--- config.mk ---
export PLATFORM = sky130hd
export DESIGN_NAME = mem_bus_arbiter
export DESIGN_NICKNAME = d
export VERILOG_FILES = /design/src/rtl/mem_bus_arbiter_pkg.sv /design/src/rtl/mem_bus_arbiter_watchdog.sv /design/src/rtl/mem_bus_arbiter.sv
export SDC_FILE = /design/constraint.sdc
export NUM_CORES = 1
export LEC_CHECK = 0
export BUFFER_PORTS_ARGS = -buffer_cell sky130_fd_sc_hd__buf_2
export CAP_MARGIN = 10
export CORE_MARGIN = 8
export CORE_UTILIZATION = 49
export DETAILED_ROUTE_END_ITERATION = 16
export HOLD_SLACK_MARGIN = 0.05
export MAX_ROUTING_LAYER = met4
export PLACE_DENSITY = 0.89
export SYNTH_ARGS = -nofsm -noshare
export SYNTH_HDL_FRONTEND = slang
export SYNTH_SLANG_ARGS = --single-unit
--- constraint.sdc ---
create_clock -name clk -period 3.91 [get_ports clk]
set_input_delay 0.391 -clock clk [delete_from_list [all_inputs] [get_ports clk]]
set_output_delay 0.391 -clock clk [all_outputs]
set_load 0.02 [all_outputs]
--- src/rtl/mem_bus_arbiter_pkg.sv ---
`default_nettype none
// ============================================================================
// Module   : mem_bus_arbiter_pkg
// Purpose  : Shared encodings and widths for the memory bus arbiter slice.
//            Arbiter FSM state encoding, transaction owner encoding, and the
//            register/instruction-address bus widths.
// Macros   : none (MEM_ARB_TIMEOUT_EN is consumed by the arbiter top)
// Revision : 1.0 - initial release
// ============================================================================
package mem_bus_arbiter_pkg;

    localparam int REG_BUS_W       = 32;
    localparam int INST_ADDR_BUS_W = 32;

    typedef enum logic [1:0] {
        ST_IDLE = 2'd0,
        ST_REQ  = 2'd1,
        ST_WAIT = 2'd2,
        ST_DONE = 2'd3
    } arb_state_e;

    typedef enum logic {
        OWN_INST = 1'b0,
        OWN_DATA = 1'b1
    } arb_owner_e;

endpackage
`default_nettype wire

--- src/rtl/mem_bus_arbiter_watchdog.sv ---
`default_nettype none
// ============================================================================
// Module   : mem_arb_watchdog
// Purpose  : Transaction watchdog for the memory bus arbiter. Counts cycles
//            spent in REQ/WAIT, restarts on every new grant, and raises a
//            combinational expiry strobe in the last allowed cycle so the
//            arbiter can force completion on the following edge.
// Macros   : MEM_ARB_TIMEOUT_EN - module exists only when defined.
// Ports    : clk       in   clock
//            rst       in   asynchronous active-low reset
//            start_i   in   grant strobe (clears the counter)
//            active_i  in   arbiter is in REQ or WAIT
//            expire_o  out  TIMEOUT_CYCLES reached this cycle
// Revision : 1.0 - initial release
// ============================================================================
`ifdef MEM_ARB_TIMEOUT_EN
module mem_arb_watchdog
    import mem_bus_arbiter_pkg::*;
#(
    parameter int TIMEOUT_CYCLES = 255
) (
    input  logic clk,
    input  logic rst,
    input  logic start_i,
    input  logic active_i,
    output logic expire_o
);

    localparam int CNT_W = ($clog2(TIMEOUT_CYCLES + 1) > 8) ?
                           $clog2(TIMEOUT_CYCLES + 1) : 8;

    logic [CNT_W-1:0] cnt_q;
    logic [CNT_W-1:0] cnt_d;

    // The counter holds the number of completed busy cycles, so it equals
    // TIMEOUT_CYCLES-1 during the TIMEOUT_CYCLES-th busy cycle.
    assign expire_o = active_i && (cnt_q == CNT_W'(TIMEOUT_CYCLES - 1));

    always_comb begin
        cnt_d = cnt_q;
        if (start_i) begin
            cnt_d = '0;
        end else if (active_i && !expire_o) begin
            cnt_d = cnt_q + CNT_W'(1);
        end
    end

    always_ff @(posedge clk or negedge rst) begin
        if (!rst) begin
            cnt_q <= '0;
        end else begin
            cnt_q <= cnt_d;
        end
    end

endmodule
`endif
`default_nettype wire

--- src/rtl/mem_bus_arbiter.sv ---
`default_nettype none
// ============================================================================
// Module   : mem_bus_arbiter
// Purpose  : Shares one SRAM-like memory port between instruction fetch
//            (read-only) and the mem stage (load/store/LL/SC). One bus
//            transaction outstanding at a time; data has priority until it
//            has won STARVE_LIMIT grants in a row over a waiting fetch.
// Macros   : MEM_ARB_TIMEOUT_EN - enables the REQ/WAIT watchdog and bus_err_o.
// Ports    : clk, rst (async active-low)
//            inst_*  : fetch requester (req level, addr, ok pulse, rdata,
//                      stall) and flush_i to discard an in-flight fetch
//            data_*  : mem-stage requester (req level, we, sel, addr, wdata,
//                      ok pulse, rdata, stall)
//            bus_*   : bridge side (req/wr/wstrb/addr/wdata out, addr_ok,
//                      data_ok, rdata in, err pulse out)
// Revision : 1.0 - initial release
// ============================================================================
module mem_bus_arbiter
    import mem_bus_arbiter_pkg::*;
#(
    parameter int STARVE_LIMIT   = 4,
    parameter int TIMEOUT_CYCLES = 255
) (
    input  logic                       clk,
    input  logic                       rst,

    input  logic                       inst_req_i,
    input  logic [INST_ADDR_BUS_W-1:0] inst_addr_i,
    output logic                       inst_ok_o,
    output logic [REG_BUS_W-1:0]       inst_rdata_o,
    output logic                       inst_stall_o,
    input  logic                       flush_i,

    input  logic                       data_req_i,
    input  logic                       data_we_i,
    input  logic [3:0]                 data_sel_i,
    input  logic [REG_BUS_W-1:0]       data_addr_i,
    input  logic [REG_BUS_W-1:0]       data_wdata_i,
    output logic                       data_ok_o,
    output logic [REG_BUS_W-1:0]       data_rdata_o,
    output logic                       data_stall_o,

    output logic                       bus_req_o,
    output logic                       bus_wr_o,
    output logic [3:0]                 bus_wstrb_o,
    output logic [REG_BUS_W-1:0]       bus_addr_o,
    output logic [REG_BUS_W-1:0]       bus_wdata_o,
    input  logic                       bus_addr_ok_i,
    input  logic                       bus_data_ok_i,
    input  logic [REG_BUS_W-1:0]       bus_rdata_i,
    output logic                       bus_err_o
);

    localparam int SC_W = $clog2(STARVE_LIMIT + 1);

    // ------------------------------------------------------------------
    // State
    // ------------------------------------------------------------------
    arb_state_e             state_q,      state_d;
    arb_owner_e             owner_q,      owner_d;
    logic [SC_W-1:0]        starve_q,     starve_d;
    logic                   discard_q,    discard_d;
    logic                   bus_req_q,    bus_req_d;
    logic                   bus_wr_q,     bus_wr_d;
    logic [3:0]             bus_wstrb_q,  bus_wstrb_d;
    logic [REG_BUS_W-1:0]   bus_addr_q,   bus_addr_d;
    logic [REG_BUS_W-1:0]   bus_wdata_q,  bus_wdata_d;
    logic                   inst_ok_q,    inst_ok_d;
    logic [REG_BUS_W-1:0]   inst_rdata_q, inst_rdata_d;
    logic                   data_ok_q,    data_ok_d;
    logic [REG_BUS_W-1:0]   data_rdata_q, data_rdata_d;
    logic                   bus_err_q,    bus_err_d;

    logic                   w_grant_data;
    logic                   w_grant_inst;
    logic                   w_busy;
    logic                   w_expire;
    logic                   w_finish;
    logic [REG_BUS_W-1:0]   w_fin_rdata;

    // Data wins unless it has already starved a waiting fetch STARVE_LIMIT times.
    assign w_grant_data = (state_q == ST_IDLE) && data_req_i &&
                          ((starve_q < SC_W'(STARVE_LIMIT)) || !inst_req_i);
    assign w_grant_inst = (state_q == ST_IDLE) && !w_grant_data && inst_req_i;
    assign w_busy       = (state_q == ST_REQ) || (state_q == ST_WAIT);

    // ------------------------------------------------------------------
    // Optional watchdog
    // ------------------------------------------------------------------
`ifdef MEM_ARB_TIMEOUT_EN
    mem_arb_watchdog #(
        .TIMEOUT_CYCLES (TIMEOUT_CYCLES)
    ) u_watchdog (
        .clk      (clk),
        .rst      (rst),
        .start_i  (w_grant_data || w_grant_inst),
        .active_i (w_busy),
        .expire_o (w_expire)
    );
`else
    logic w_unused_timeout;
    assign w_unused_timeout = (TIMEOUT_CYCLES != 0);
    assign w_expire         = 1'b0;
`endif

    // ------------------------------------------------------------------
    // Next-state logic
    // ------------------------------------------------------------------
    always_comb begin
        state_d      = state_q;
        owner_d      = owner_q;
        starve_d     = starve_q;
        discard_d    = discard_q;
        bus_req_d    = bus_req_q;
        bus_wr_d     = bus_wr_q;
        bus_wstrb_d  = bus_wstrb_q;
        bus_addr_d   = bus_addr_q;
        bus_wdata_d  = bus_wdata_q;
        inst_ok_d    = 1'b0;
        inst_rdata_d = '0;
        data_ok_d    = 1'b0;
        data_rdata_d = '0;
        bus_err_d    = 1'b0;
        w_finish     = 1'b0;
        w_fin_rdata  = '0;

        // A redirect only ever discards a fetch; the bus side still completes.
        if ((state_q != ST_IDLE) && (owner_q == OWN_INST) && flush_i) begin
            discard_d = 1'b1;
        end

        case (state_q)
            ST_IDLE: begin
                if (w_grant_data) begin
                    state_d     = ST_REQ;
                    owner_d     = OWN_DATA;
                    discard_d   = 1'b0;
                    bus_req_d   = 1'b1;
                    bus_wr_d    = data_we_i;
                    bus_wstrb_d = data_sel_i;
                    bus_addr_d  = data_addr_i;
                    bus_wdata_d = data_wdata_i;
                    if (!inst_req_i) begin
                        starve_d = '0;
                    end else if (starve_q != SC_W'(STARVE_LIMIT)) begin
                        starve_d = starve_q + SC_W'(1);
                    end
                end else if (w_grant_inst) begin
                    state_d     = ST_REQ;
                    owner_d     = OWN_INST;
                    discard_d   = flush_i;
                    bus_req_d   = 1'b1;
                    bus_wr_d    = 1'b0;
                    bus_wstrb_d = 4'b1111;
                    bus_addr_d  = inst_addr_i;
                    bus_wdata_d = '0;
                    starve_d    = '0;
                end else begin
                    starve_d = '0;
                end
            end

            ST_REQ: begin
                if (bus_addr_ok_i || w_expire) begin
                    bus_req_d   = 1'b0;
                    bus_wr_d    = 1'b0;
                    bus_wstrb_d = 4'b0000;
                    bus_addr_d  = '0;
                    bus_wdata_d = '0;
                end
                if (bus_addr_ok_i) begin
                    if (bus_data_ok_i) begin
                        w_finish    = 1'b1;
                        w_fin_rdata = bus_rdata_i;
                    end else begin
                        state_d = ST_WAIT;
                    end
                end else if (w_expire) begin
                    w_finish  = 1'b1;
                    bus_err_d = 1'b1;
                end
            end

            ST_WAIT: begin
                if (bus_data_ok_i) begin
                    w_finish    = 1'b1;
                    w_fin_rdata = bus_rdata_i;
                end else if (w_expire) begin
                    w_finish  = 1'b1;
                    bus_err_d = 1'b1;
                end
            end

            ST_DONE: begin
                state_d   = ST_IDLE;
                discard_d = 1'b0;
            end

            default: begin
                state_d = ST_IDLE;
            end
        endcase

        // Completion: the ok pulse is registered, so it appears while in DONE.
        if (w_finish) begin
            state_d = ST_DONE;
            if (owner_q == OWN_DATA) begin
                data_ok_d    = 1'b1;
                data_rdata_d = w_fin_rdata;
            end else if (!(discard_q || flush_i)) begin
                inst_ok_d    = 1'b1;
                inst_rdata_d = w_fin_rdata;
            end
        end
    end

    // ------------------------------------------------------------------
    // Registers
    // ------------------------------------------------------------------
    always_ff @(posedge clk or negedge rst) begin
        if (!rst) begin
            state_q      <= ST_IDLE;
            owner_q      <= OWN_INST;
            starve_q     <= '0;
            discard_q    <= 1'b0;
            bus_req_q    <= 1'b0;
            bus_wr_q     <= 1'b0;
            bus_wstrb_q  <= 4'b0000;
            bus_addr_q   <= '0;
            bus_wdata_q  <= '0;
            inst_ok_q    <= 1'b0;
            inst_rdata_q <= '0;
            data_ok_q    <= 1'b0;
            data_rdata_q <= '0;
            bus_err_q    <= 1'b0;
        end else begin
            state_q      <= state_d;
            owner_q      <= owner_d;
            starve_q     <= starve_d;
            discard_q    <= discard_d;
            bus_req_q    <= bus_req_d;
            bus_wr_q     <= bus_wr_d;
            bus_wstrb_q  <= bus_wstrb_d;
            bus_addr_q   <= bus_addr_d;
            bus_wdata_q  <= bus_wdata_d;
            inst_ok_q    <= inst_ok_d;
            inst_rdata_q <= inst_rdata_d;
            data_ok_q    <= data_ok_d;
            data_rdata_q <= data_rdata_d;
            bus_err_q    <= bus_err_d;
        end
    end

    // ------------------------------------------------------------------
    // Outputs
    // ------------------------------------------------------------------
    assign inst_ok_o    = inst_ok_q;
    assign inst_rdata_o = inst_rdata_q;
    assign inst_stall_o = inst_req_i && !inst_ok_q;
    assign data_ok_o    = data_ok_q;
    assign data_rdata_o = data_rdata_q;
    assign data_stall_o = data_req_i && !data_ok_q;
    assign bus_req_o    = bus_req_q;
    assign bus_wr_o     = bus_wr_q;
    assign bus_wstrb_o  = bus_wstrb_q;
    assign bus_addr_o   = bus_addr_q;
    assign bus_wdata_o  = bus_wdata_q;
    assign bus_err_o    = bus_err_q;

endmodule
`default_nettype wire

# After elaboration in Yosys (flattened, before gate mapping)
# Index checks and enable logic that the tools add are counted.
[classes]
add_sub_neg = 1
multipliers = 0
div = 0
order_cmp = 1
n_eq_ne = 10
shifts = 0
muxes = 48
bitwise = 1
reduce_logical = 23
[op_table]
columns = ["cell", "n"]
rows = [
  ["$mux 32", 12],
  ["$pmux 32 s2", 3],
  ["$mux 1", 16],
  ["$mux 4", 3],
  ["$ne 3x3->1 const B", 4],
  ["$mux 2", 5],
  ["$mux 3", 3],
  ["$logic_and 1x1->1", 8],
  ["$pmux 1 s2", 4],
  ["$pmux 4 s2", 1],
  ["$pmux 2 s3", 1],
  ["$reduce_bool 2->1", 3],
  ["$eq 2x2->1 const B", 2],
  ["$logic_not 1->1", 4],
  ["$ne 4x4->1 const B", 1],
  ["$reduce_and 2->1", 2],
  ["$reduce_and 4->1", 1],
  ["$reduce_bool 4->1", 1],
  ["$add 3x1->3 const B", 1],
  ["$lt 3x3->1 const B", 1],
  ["$ne 3x2->1 const B", 1],
  ["$reduce_and 3->1", 1],
  ["$eq 2x1->1 const B", 1],
  ["$logic_not 2->1", 1],
  ["3 further kinds", 4],
]
[word_totals]
ff_bits = 143
latchBits = 0
ram_bits = 0
mem_bits_ro = 0
input_bits = 140
out_inout_bits = 139
n_memories = 0

# Depth between registers and ports, before layout
[logic_depth]
word_depth = 10
depth_mapped = 7

# Worst setup path after synthesis
# OpenSTA, ideal clock, no wires.
[synth_timing]
kind = "flip-flop to flip-flop"
startpoint = "reg state_q[0]"
endpoint = "reg bus_addr_q[0], in the netlist bus_addr_o[0]"
setup_time_ns = 0.132
arrival_time_ns = 1.505
required_time_ns = 3.778
slack_ns = 2.273
path_stages_with_launch = 7
synth_period_minus_slack_ns = 1.637
cell_sequence = "dfrtp_1 -> inv_1 -> ha_1 -> nor2b_1 -> o21ai_1 -> clkbuf_1 -> o2bb2ai_1"
[synth_between]
elab_chain_len = 8
word_cells_on_any_way = 13
cone_classes = "eq/ne: 3; mux: 2; reduce/logical: 8"
[synth_rtl]
columns = ["element", "line", "source"]
rows = [
  ["from (decl)", "mem_bus_arbiter.sv:59", "arb_state_e state_q, state_d;"],
  ["from (signal assigned)", "mem_bus_arbiter.sv:237", "state_q <= state_d;"],
  ["$logic_not 2->1", "mem_bus_arbiter.sv:82, mem_bus_arbiter.sv:84, mem_bus_arbiter.sv:132", ""],
  ["$logic_and 1x1->1 (2 in series)", "mem_bus_arbiter.sv:82", "assign w_grant_data = (state_q == ST_IDLE) && data_req_i &&"],
  ["$logic_not 1->1", "mem_bus_arbiter.sv:84", "assign w_grant_inst = (state_q == ST_IDLE) && !w_grant_data && inst_req_i;"],
  ["$logic_and 1x1->1 (2 in series)", "mem_bus_arbiter.sv:84", ""],
  ["$ne 3x3->1 (no line)", "-", ""],
  ["$reduce_and 3->1 (no line)", "-", ""],
  ["to (signal assigned)", "mem_bus_arbiter.sv:244", "bus_addr_q <= bus_addr_d;"],
  ["to (decl)", "mem_bus_arbiter.sv:66", "logic [REG_BUS_W-1:0] bus_addr_q, bus_addr_d;"],
]
# Parallel ways exist; a longest one is shown, timed or not.
# A chain may end at the register's enable or synchronous reset.

# Worst setup path after layout
[layout_timing]
startpoint = "reg state_q[0]"
endpoint = "reg bus_wdata_q[31], in the netlist bus_wdata_o[31]"
[layout_between]
elab_chain_len = 8
word_cells_on_any_way = 13
cone_classes = "eq/ne: 3; mux: 2; reduce/logical: 8"
[layout_rtl]
columns = ["element", "line", "source"]
rows = [
  ["$logic_not 2->1", "mem_bus_arbiter.sv:82, mem_bus_arbiter.sv:84, mem_bus_arbiter.sv:132", ""],
  ["$logic_and 1x1->1 (2 in series)", "mem_bus_arbiter.sv:82", ""],
  ["$logic_not 1->1", "mem_bus_arbiter.sv:84", ""],
  ["$logic_and 1x1->1 (2 in series)", "mem_bus_arbiter.sv:84", ""],
  ["$ne 3x3->1 (no line)", "-", ""],
  ["$reduce_and 3->1 (no line)", "-", ""],
  ["to (signal assigned)", "mem_bus_arbiter.sv:245", "bus_wdata_q <= bus_wdata_d;"],
  ["to (decl)", "mem_bus_arbiter.sv:67", "logic [REG_BUS_W-1:0] bus_wdata_q, bus_wdata_d;"],
]
# Parallel ways exist; a longest one is shown, timed or not.

==> flow_summary.toml <==
[pwr]
vdd.ir_drop.worst_uv = 384.9
power_per_cell_area_nw_per_um2 = 705.0
power_leakage_nw = 4.239

[synth]
yosys.area_share.adder_pct = 1.607
netlist_instances = 395
synth_cell_type_count = 33
post_synthesis_compound_gate_area_fraction_pct = 13.23
post_synth_xor_area_fraction_pct = 0
yosys_most_used_dff = "sky130_fd_sc_hd__dfrtp_1"
yosys-mux-area-fraction_pct = 5.878
synthArstFlopShare_pct = 100.0
post_synth_edffs = 0
syn-num-nets = 542
yosys.area.top_type = "sky130_fd_sc_hd__dfrtp_1"
ys_top_cells_by_area = "sky130_fd_sc_hd__dfrtp_1, sky130_fd_sc_hd__mux2i_1, sky130_fd_sc_hd__o2bb2ai_1"
ys_seq_elements = 143
sequential_share_of_the_synthesized_area_pct = 65.67
yosys.area.top_type_share_pct = 65.67
yosys_warnings = 0
synth_top_family_by_area = "compound AO/OA/AOI/OAI gates"
syn_area_per_cell_um2 = 13.79
yosys.area_share.simple_pct = 10.33
netlist_area_before_placement_um2 = 5449

[global_route]
pin_count_of_the_biggest_net_entering_global_routing = 106
globalRoute.totalOverflow = 0
grt_pass1_vias = 4626
wire_length_of_the_first_global_routing_pass_um = 23960
grt.total_usage_pct = 21.40
antenna_found_initial = 1

[die]
die_width_um = 121.5
chipHeight_um = 121.5
std_cell_rows = 38
core-area_um2 = 10840
start_util_pct = 50.27
die_area_um2 = 14750
boundaryPins = 279

[timing]
min_period_ps = 2495
timing_hold_violations_final = 0
slew-limit-headroom_pct = 23.58
maxClockFrequency_ghz = 0.4007
finalClockSkew_ps = 10.38
finalSetupViolCount = 0
worst_slew_pin_slew_ps = 1146
grt_setup_unrepaired = "false"
fin_worst_hold_slack_ps = 95.45
finalCritPeriodShare_pct = 63.82
maxSlewViolCount = 0
setup-tns-final_ps = 0

[worst_setup_path]
cpMaxStageDelayCell = "sky130_fd_sc_hd__and3_1"
worstPathCellList = "inv_1 > ha_1 > nor2b_1 > and3_1 > a22o_1"
arrival_ps = 2920
max_stage_delay_ps = 980
worst-path-max-fanout = 33
cp_top_family = "simple AND/OR/NAND/NOR gates"
timing.critical_path.to_type = "register"
critPathBufInv = 1
startpoint_type = "register"
timing.setup.critical_path_class = "reg2reg"
critical_path_required_time_ps = 4340

[route]
post_drt_wl_per_cell_um = 19.26
ant_nets = 0
1st_pass_router_iterations = 4
detailedRoute.firstIterationViolations = 314
detail_route.drc_violations = 0
routed_wl_um = 15790
routed-via-count = 4234
routed_via_density = 5.163

[cells_and_area]
layout_cells_excl_fill = 820
fraction_of_layout_cells_with_a_size_suffix_above_1_pct = 46.98
multi_input_comb_area_um2 = 1708
seqCellArea_um2 = 3578
layout_filler_cell_count = 780
syn2layout_area_growth_pct = 37.52
nets = 814

[placement]
dp_hpwl_um = 11810
dpl.cell_count = 786
final_estimated_routing_congestion_in_global_placement = 0.8243
io_buffer_count = 277

[clock_network]
cts_buffers = 17
cts.sinks = 143
cts-htree-levels = 4
post_cts_resize_count = 0
maximum_root_to_sink_buffer_count = 2
clk_root_buffer_cell = "sky130_fd_sc_hd__clkbuf_8"
clock_latency_ps = 500
clk_transition_reported_paths_ps = 60
cts_tree = "built"

[run_status]
run_status = "completed"

[hold_path]
timing.hold.worst.class = "in2reg"

[run]
timing.max_cap.violations = 0
[registers in the layout (all words and copies together), names as in the netlist]
| register | cells |
|---|---|
| bus_addr_o | 32 |
| bus_wdata_o | 32 |
| data_rdata_o | 32 |
| inst_rdata_o | 32 |
| bus_wstrb_o | 4 |
| starve_q | 3 |
| state_q | 2 |
| bus_req_o | 1 |
| bus_wr_o | 1 |
| data_ok_o | 1 |
| discard_q | 1 |
| inst_ok_o | 1 |
| owner_q | 1 |
[power by group]
part / switching (mW) / internal, mW / total [mW]
Combinational: 1.07 / 0.648 / 1.72
Sequential: 0.217 / 1.81 / 2.03
Clock: 0.612 / 0.924 / 1.54
Total: 1.90 / 3.39 / 5.28
[cell families (layout without fill, tap and decap cells)]
family          count (synthesis)  after routing
flops                         143            143
mux                            32             32
simple gates                   92             92
other cells                     1              2
compound gates                 85             85
fa+ha+maj                       7              7
buf+inv                        35            319
[metrics by stage]
stage | cell area, um^2 | setup WS [ps] | power [mW] | utilization, %
after floorplan | 5449 | 2273 | 3.146 | -
after global placement | 6903 | 1573 | 3.701 | 63.68
after detailed placement | 6903 | 1425 | 3.782 | 63.68
after CTS | 7480 | 1408 | 5.339 | 69.00
after global routing | 7493 | 1242 | 5.563 | 69.13
final | 7493 | 1415 | 5.283 | 69.13
[area by class of cell]
| class | count | share of cell area [%] |
|---|---|---|
| Sequential cell | 143 | 47.75 |
| Multi-Input combinational cell | 217 | 22.79 |
| Timing Repair Buffer | 283 | 19.27 |
| Clock buffer | 19 | 5.761 |
| Tap cell | 140 | 2.338 |
| Clock inverter | 12 | 1.803 |
| Inverter | 5 | 0.2505 |
| Antenna cell | 1 | 0.03339 |
[per-layer routing]
metal | track usage, % | vias up | share of wire [%]
li1 | - | 1959 | -
met1 | 23.24 | 2061 | 37
met2 | 35.18 | 203 | 50
met3 | 8.329 | 11 | 11
met4 | 7.402 | 0 | 0.98
met5 | - | - | 0
[path summary, 6_finish.rpt]
path,start,end,slack (ps),depth (start not counted)
worst max-delay path,state_q[0],bus_wdata_o[31],1410,5
worst min-delay path,bus_rdata_i[21],inst_rdata_o[21],100,2
worst max register to register,state_q[0],bus_wdata_o[31],1410,5
worst min register to register,bus_wstrb_o[3],bus_wstrb_o[3],490,1
max in group asynchronous,rst,bus_addr_o[11],2500,3
min in group asynchronous,rst,inst_rdata_o[10],560,2
[placed cells by master, fill, tap and decap left out, types with 3 or more instances in the layout]
master                       instances
sky130_fd_sc_hd__clkbuf_16          16
sky130_fd_sc_hd__o21ai_0             4
sky130_fd_sc_hd__ha_1                7
sky130_fd_sc_hd__o2bb2ai_1          36
sky130_fd_sc_hd__a22o_1             34
sky130_fd_sc_hd__dfrtp_1           143
sky130_fd_sc_hd__and2_1             33
sky130_fd_sc_hd__inv_1               5
sky130_fd_sc_hd__clkinvlp_4          4
sky130_fd_sc_hd__mux2i_1            32
sky130_fd_sc_hd__and3_1             33
sky130_fd_sc_hd__nor2_1              8
sky130_fd_sc_hd__buf_2             276
sky130_fd_sc_hd__nand2_1             3
sky130_fd_sc_hd__buf_4               4
sky130_fd_sc_hd__nor2b_1             3
sky130_fd_sc_hd__nand3_1             5
[Yosys cell counts (2+ instances only)]
| cell | count |
|---|---|
| sky130_fd_sc_hd__and3_1 | 34 |
| sky130_fd_sc_hd__o22ai_1 | 2 |
| sky130_fd_sc_hd__mux2i_1 | 32 |
| sky130_fd_sc_hd__a22o_1 | 34 |
| sky130_fd_sc_hd__and2_1 | 33 |
| sky130_fd_sc_hd__nand3b_1 | 2 |
| sky130_fd_sc_hd__o21ai_0 | 4 |
| sky130_fd_sc_hd__clkbuf_2 | 2 |
| sky130_fd_sc_hd__nor2_1 | 8 |
| sky130_fd_sc_hd__o2bb2ai_1 | 36 |
| sky130_fd_sc_hd__ha_1 | 7 |
| sky130_fd_sc_hd__a2bb2oi_1 | 2 |
| sky130_fd_sc_hd__buf_4 | 4 |
| sky130_fd_sc_hd__dfrtp_1 | 143 |
| sky130_fd_sc_hd__nor2b_1 | 3 |
| sky130_fd_sc_hd__buf_2 | 9 |
| sky130_fd_sc_hd__nand3_1 | 5 |
| sky130_fd_sc_hd__buf_6 | 2 |
| sky130_fd_sc_hd__clkbuf_1 | 13 |
| sky130_fd_sc_hd__nand2_1 | 3 |
| sky130_fd_sc_hd__inv_1 | 5 |
[timing repair]
action / 4_1_cts / 5_1_grt
hold buffers: 1 / 0
setup buffers: 0 / 0
endpoints found under the setup margin: 0 / 0
endpoints found under the hold margin: 103 / 0
Note: power is estimated with default switching activity, not from simulation.
